==> src/rtl/poly_lift_stream.sv <==
// Streaming NTRU lift: m1 = S3(m/Phi1) with m1[N-1]=0, m0 = (x-1)*m1 in Rq, LANES coeffs per beat.
// One frame at a time: LOAD the whole of m, one PREP cycle, then EMIT under valid/ready.
module poly_lift_stream #(
   parameter int NTRU_N = 701,
   parameter int Q_BITS = 13,
   parameter int LANES  = 1
) (
   input  logic                    clk,
   input  logic                    rst_n,
   input  logic                    in_valid,
   output logic                    in_ready,
   input  logic [2*LANES-1:0]      in_data,
   output logic                    out_valid,
   input  logic                    out_ready,
   output logic [Q_BITS*LANES-1:0] out_m0,
   output logic [2*LANES-1:0]      out_m1,
   output logic                    out_last,
   output logic                    busy
);
   localparam int BEATS = (NTRU_N + LANES - 1) / LANES;
   localparam int CW = (BEATS > 1) ? $clog2(BEATS) : 1;
   localparam logic [CW-1:0] LAST_BEAT = CW'(BEATS - 1);
   localparam bit K_IS_SUM = (NTRU_N % 3) == 2;

   if (NTRU_N % 3 == 0) begin : g_bad_n
      $error("poly_lift_stream: NTRU_N must not be a multiple of 3");
   end

   typedef enum logic [1:0] {S_LOAD, S_PREP, S_EMIT} state_t;

   // Coefficients are kept as residues 0,1,2 where 2 doubles as the -1 wire code.
   function automatic logic [1:0] add3(input logic [1:0] a, input logic [1:0] b);
      logic [2:0] s;
      s = {1'b0, a} + {1'b0, b};
      return (s >= 3'd3) ? 2'(s - 3'd3) : s[1:0];
   endfunction

   function automatic logic [1:0] neg3(input logic [1:0] a);
      return (a == 2'd0) ? 2'd0 : 2'd3 - a;
   endfunction

   function automatic logic [1:0] norm3(input logic [1:0] a);
      return (a == 2'b11) ? 2'b00 : a;
   endfunction

   function automatic logic signed [2:0] sval(input logic [1:0] a);
      return (a == 2'd2) ? -3'sd1 : $signed({1'b0, a});
   endfunction

   state_t                   state_q, state_d;
   logic [CW-1:0]            in_cnt_q, in_cnt_d;
   logic [CW-1:0]            out_cnt_q, out_cnt_d;
   logic [1:0]               sum_q, sum_d;
   logic [1:0]               k_q, k_d;
   logic [1:0]               c_q, c_d;
   logic                     in_ready_q, in_ready_d;
   logic                     out_valid_q, out_valid_d;
   logic                     out_last_q, out_last_d;
   logic                     busy_q, busy_d;
   logic [Q_BITS*LANES-1:0]  out_m0_q, out_m0_d;
   logic [2*LANES-1:0]       out_m1_q, out_m1_d;
   logic [2*LANES-1:0]       buf_q [BEATS];

   logic                     in_fire, out_fire, wr_en;
   logic [2*LANES-1:0]       wr_dat;
   logic [1:0]               beat_sum, k_new, k_use, prev, m1v, calc_c;
   logic signed [2:0]        d;
   logic [CW-1:0]            rd_beat;
   logic [Q_BITS*LANES-1:0]  calc_m0;
   logic [2*LANES-1:0]       calc_m1;

   assign in_fire  = (state_q == S_LOAD) && in_ready_q && in_valid;
   assign out_fire = (state_q == S_EMIT) && out_valid_q && out_ready;
   assign k_new    = K_IS_SUM ? sum_q : neg3(sum_q);

   // Lanes past the end of the polynomial are dropped before they reach the buffer or the sum.
   always_comb begin
      wr_dat   = '0;
      beat_sum = sum_q;
      for (int j = 0; j < LANES; j++) begin
         if (int'(in_cnt_q) * LANES + j < NTRU_N) begin
            wr_dat[2*j +: 2] = norm3(in_data[2*j +: 2]);
            beat_sum = add3(beat_sum, norm3(in_data[2*j +: 2]));
         end
      end
   end

   // Lane chain: m1[i] = m1[i-1] - m[i] - k, m0[i] = m1[i-1] - m1[i] as a small signed integer.
   always_comb begin
      rd_beat = '0;
      if (state_q == S_EMIT && !out_last_q) rd_beat = out_cnt_q + CW'(1);
      k_use   = (state_q == S_PREP) ? k_new : k_q;
      prev    = (state_q == S_PREP) ? 2'd0 : c_q;
      calc_m0 = '0;
      calc_m1 = '0;
      m1v     = '0;
      d       = '0;
      for (int j = 0; j < LANES; j++) begin
         if (int'(rd_beat) * LANES + j < NTRU_N) begin
            m1v = add3(prev, neg3(add3(buf_q[rd_beat][2*j +: 2], k_use)));
            d   = sval(prev) - sval(m1v);
            calc_m1[2*j +: 2]           = m1v;
            calc_m0[Q_BITS*j +: Q_BITS] = {{(Q_BITS-3){d[2]}}, d};
            prev = m1v;
         end
      end
      calc_c = prev;
   end

   always_comb begin
      state_d     = state_q;
      in_cnt_d    = in_cnt_q;
      out_cnt_d   = out_cnt_q;
      sum_d       = sum_q;
      k_d         = k_q;
      c_d         = c_q;
      in_ready_d  = in_ready_q;
      out_valid_d = out_valid_q;
      out_last_d  = out_last_q;
      out_m0_d    = out_m0_q;
      out_m1_d    = out_m1_q;
      wr_en       = 1'b0;
      case (state_q)
         S_LOAD: begin
            in_ready_d = 1'b1;
            if (in_fire) begin
               wr_en = 1'b1;
               sum_d = beat_sum;
               if (in_cnt_q == LAST_BEAT) begin
                  in_cnt_d   = '0;
                  in_ready_d = 1'b0;
                  state_d    = S_PREP;
               end else begin
                  in_cnt_d = in_cnt_q + CW'(1);
               end
            end
         end
         S_PREP: begin
            k_d         = k_new;
            sum_d       = '0;
            c_d         = calc_c;
            out_m0_d    = calc_m0;
            out_m1_d    = calc_m1;
            out_cnt_d   = '0;
            out_last_d  = (BEATS == 1);
            out_valid_d = 1'b1;
            state_d     = S_EMIT;
         end
         S_EMIT: begin
            if (out_fire) begin
               if (out_last_q) begin
                  out_valid_d = 1'b0;
                  out_last_d  = 1'b0;
                  in_ready_d  = 1'b1;
                  state_d     = S_LOAD;
               end else begin
                  out_cnt_d  = rd_beat;
                  c_d        = calc_c;
                  out_m0_d   = calc_m0;
                  out_m1_d   = calc_m1;
                  out_last_d = (rd_beat == LAST_BEAT);
               end
            end
         end
         default: state_d = S_LOAD;
      endcase
      busy_d = (state_d != S_LOAD);
   end

   always_ff @(posedge clk or negedge rst_n) begin
      if (!rst_n) begin
         state_q     <= S_LOAD;
         in_cnt_q    <= '0;
         out_cnt_q   <= '0;
         sum_q       <= '0;
         k_q         <= '0;
         c_q         <= '0;
         in_ready_q  <= 1'b0;
         out_valid_q <= 1'b0;
         out_last_q  <= 1'b0;
         busy_q      <= 1'b0;
         out_m0_q    <= '0;
         out_m1_q    <= '0;
      end else begin
         state_q     <= state_d;
         in_cnt_q    <= in_cnt_d;
         out_cnt_q   <= out_cnt_d;
         sum_q       <= sum_d;
         k_q         <= k_d;
         c_q         <= c_d;
         in_ready_q  <= in_ready_d;
         out_valid_q <= out_valid_d;
         out_last_q  <= out_last_d;
         busy_q      <= busy_d;
         out_m0_q    <= out_m0_d;
         out_m1_q    <= out_m1_d;
      end
   end

   always_ff @(posedge clk) begin
      if (wr_en) buf_q[in_cnt_q] <= wr_dat;
   end

   assign in_ready  = in_ready_q;
   assign out_valid = out_valid_q;
   assign out_m0    = out_m0_q;
   assign out_m1    = out_m1_q;
   assign out_last  = out_last_q;
   assign busy      = busy_q;
endmodule

==> config.mk <==
export PLATFORM = sky130hd
export DESIGN_NAME = poly_lift_stream
export DESIGN_NICKNAME = d
export VERILOG_FILES = /design/src/rtl/poly_lift_stream.sv
export SDC_FILE = /design/constraint.sdc
export NUM_CORES = 2
export LEC_CHECK = 0
export ABC_AREA = 1
export BUFFER_PORTS_ARGS = -buffer_cell sky130_fd_sc_hd__buf_4
export CAP_MARGIN = 20
export CORE_UTILIZATION = 40
export DETAILED_ROUTE_END_ITERATION = 10
export PLACE_DENSITY = 0.51
export SETUP_SLACK_MARGIN = 0.15
export SYNTH_ARGS = -nofsm -noshare
export SYNTH_HDL_FRONTEND = slang
export SYNTH_SLANG_ARGS = --single-unit
==> constraint.sdc <==
create_clock -name clk -period 39.9 [get_ports clk]
set_clock_uncertainty 0.1 [all_clocks]
set_input_delay 1.995 -clock clk [delete_from_list [all_inputs] [get_ports clk]]
set_output_delay 1.995 -clock clk [all_outputs]
set_load 0.02 [all_outputs]
==> impl_metrics.ini <==
[critical_path]
crit_fanout = 91
crit_top_cell = nand3_1
r2r_cells = 40
crit_start = out_cnt_q[0]$_DFFE_PN0P_
slowest_delay_ns = 0.82
crit_type = reg -> reg
crit_slowest_cell = buf_4
crit_required_ns = 40.47
crit_end = out_m0[11]$_DFFE_PN0P_
rr_endpoint = out_m0[11]$_DFFE_PN0P_
critPathLaunchType = flop
arrival_ns = 11.08
r2r-start = out_cnt_q[0]$_DFFE_PN0P_
cp-end-kind = flop
reg2reg_setup_slack_ns = 29.39

[yosys]
synth_area_leaders = edfxtp_1 68%, nand2_1 10%, nand3_1 8.8%, nor2_1 4.8%, dfrtp_1 1.5%
synth_top_flop_cell = edfxtp_1
synth-seq-cells = 1439
ys_types = 48
synth_edf_count = 1402
netlist_instances = 5804
syn-cell-area_um2 = 62010
async_reset_ff_share_pct = 2.571
synth_top_area_share_pct = 67.89
synth_fp_nets = 5827
ys_warn_count = 0
synth_top_cell_by_area = edfxtp_1
ys_seq_area_share_pct = 69.38
syn_avg_cell_area_um2 = 10.68

[floorplanning]
core-area_um2 = 154000
fp.dieW_um = 395.7
die_h_um = 395.7
die_area_um2 = 156600
boundaryPins = 25
start_util_pct = 40.26
num_rows = 144

[power]
power_density_nw_per_um2 = 47.23
leakage_uw = 0.02491
ir_worst_vdd_mv = 0.04707

[grt]
grt.total_usage_pct = 24.57
antenna_found_initial = 5
overflow = 0
first_global_vias = 42440
grt_max_degree = 211
grt_pass1_wl_mm = 282.1

[clock_tree]
postCtsSetupRepairBufs = 0
path_clk_slew_ns = 0.06
clock_sinks = 1439
clk-insertion-delay-late_ns = 0.81
cts_max_level = 4
cts_buffers = 160
root_buffer = clkbuf_16
clk_path_buf_depth = 3
ctsHoldBuffers = 0
cts_tree = yes
cts.repair.resized = 0

[timing]
worstMarginPinSlew_ns = 1.136
timing.final.hold_violations = 0
rsz0062_at_grt = false
slew_headroom_pct = 24.09
fmax_mhz = 95.17
setup_viol = 0
final.min_clock_period_ns = 10.51
finalSetupTns_ns = 0
slew_viol_final = 0
fin_crit_sh_pct = 26.34

[finish]
final_common_cell = nand2_1
fin_area_um2 = 68690
final_util_pct = 44.59
final_cell_mix = 1626 x nand2_1, 1402 x edfxtp_1, 1087 x nand3_1
fin_nets = 5684
area_delta_synth_final_pct = 10.76
layout-drive-gt1-share_pct = 6.581

[worst_hold_path]
hp-class = reg -> reg

[placement]
place_hpwl_mm = 101.2
gp_congestion = 0.8361
port_buffers = 24
dpl-instance-area_um2 = 63750

[route]
first_pass_iters = 6
post_drt_wl_per_cell_um = 24.64
vias = 43130
ant_nets = 0
drt_iter0_markers = 3810
drt-vias-per-instance = 5.506
totalWireLength_mm = 193.0
drc_errors = 0

[run_status]
status = complete, no violations

[run]
cap_violations = 0
==> cell usage after synthesis (39+ instances only) <==
cell type,n
clkbuf_1,189
nor2_1,798
edfxtp_1,1402
o21ai_0,52
a21oi_1,101
buf_2,130
nand3_1,1095
buf_4,58
nand2_1,1645
inv_1,93
nor3_1,39
==> state kept, by name (all words and copies together), names as in the netlist <==
| name | count |
|---|---|
| in_cnt_q | 10 |
| out_m1 | 2 |
| k_q | 2 |
| busy | 1 |
| buf_q | 1402 |
| out_valid | 1 |
| state_q | 2 |
| c_q | 2 |
| out_cnt_q | 10 |
| out_last | 1 |
| k_new | 2 |
| out_m0 | 3 |
| in_ready | 1 |
==> logic make-up after synthesis <==
group,share of synthesized area (%)
flops,69.38
xor+xnor,0.08474
compound gates,1.749
simple gates,24.44
buf+inv,3.952
fa+ha+maj,0.3914
==> layer usage <==
metal | track usage, % | wire, um
met3 | 3.703 | 12300
met2 | 39.93 | 90570
met4 | 8.804 | 6636
met1 | 33.44 | 83510
met5 | 0 | 8
==> metrics by stage <==
step	power, uW	worst slack (ns)	hold slack [ns]	instances
after CTS	3268	29.44	0.3980	7833
after detailed placement	1866	29.45	0.3830	7543
final	3244	29.39	0.3975	7834
after global routing	3332	28.60	0.4392	7833
after floorplan	1802	6.177	0.3530	5804
after global placement	1866	29.52	0.3733	7542
==> how the worst min path moves through the flow <==
stage	to	slack, ns	start	depth (start not counted)
2_1_floorplan	out_cnt_q[9]$_DFFE_PN0P_	0.35	out_cnt_q[9]$_DFFE_PN0P_	2
6_report	out_cnt_q[9]$_DFFE_PN0P_	0.40	out_cnt_q[9]$_DFFE_PN0P_	2
3_5_place_dp	out_cnt_q[9]$_DFFE_PN0P_	0.38	out_cnt_q[9]$_DFFE_PN0P_	2
5_1_grt	out_cnt_q[9]$_DFFE_PN0P_	0.44	out_cnt_q[9]$_DFFE_PN0P_	2
3_3_place_gp	out_cnt_q[9]$_DFFE_PN0P_	0.37	out_cnt_q[9]$_DFFE_PN0P_	2
4_1_cts	out_cnt_q[9]$_DFFE_PN0P_	0.40	out_cnt_q[9]$_DFFE_PN0P_	2
==> report_power, final <==
group / internal (uW) / switching, uW / leakage [uW]
logic: 22.8 / 137 / 0.00924
registers: 1670 / 6.36 / 0.0133
clock network: 811 / 599 / 0.00240
total: 2500 / 743 / 0.0249
==> cell type report <==
type | count | area [um2]
Sequential cell | 1439 | 43030
Antenna cell | 1 | 2.502
Inverter | 104 | 421.7
Tap cell | 2044 | 2557
Timing Repair Buffer | 120 | 1033
Fill cell | 14620 | 85360
Multi-Input combinational cell | 3836 | 16710
Clock inverter | 76 | 654.4
Clock buffer | 214 | 4280
==> critical path, delay by kind of cell (launching register included) <==
| family | cells | cell delay (ns) |
|---|---|---|
| AND/OR/NAND/NOR | 15 | 2.34 |
| buffers and inverters | 10 | 3.71 |
| XOR/XNOR | 2 | 0.34 |
| AO/OA/AOI/OAI | 5 | 0.90 |
| flip-flops | 1 | 0.51 |
| adder cells (fa/ha/maj) | 8 | 2.38 |
(Power assumes the default switching activity.)
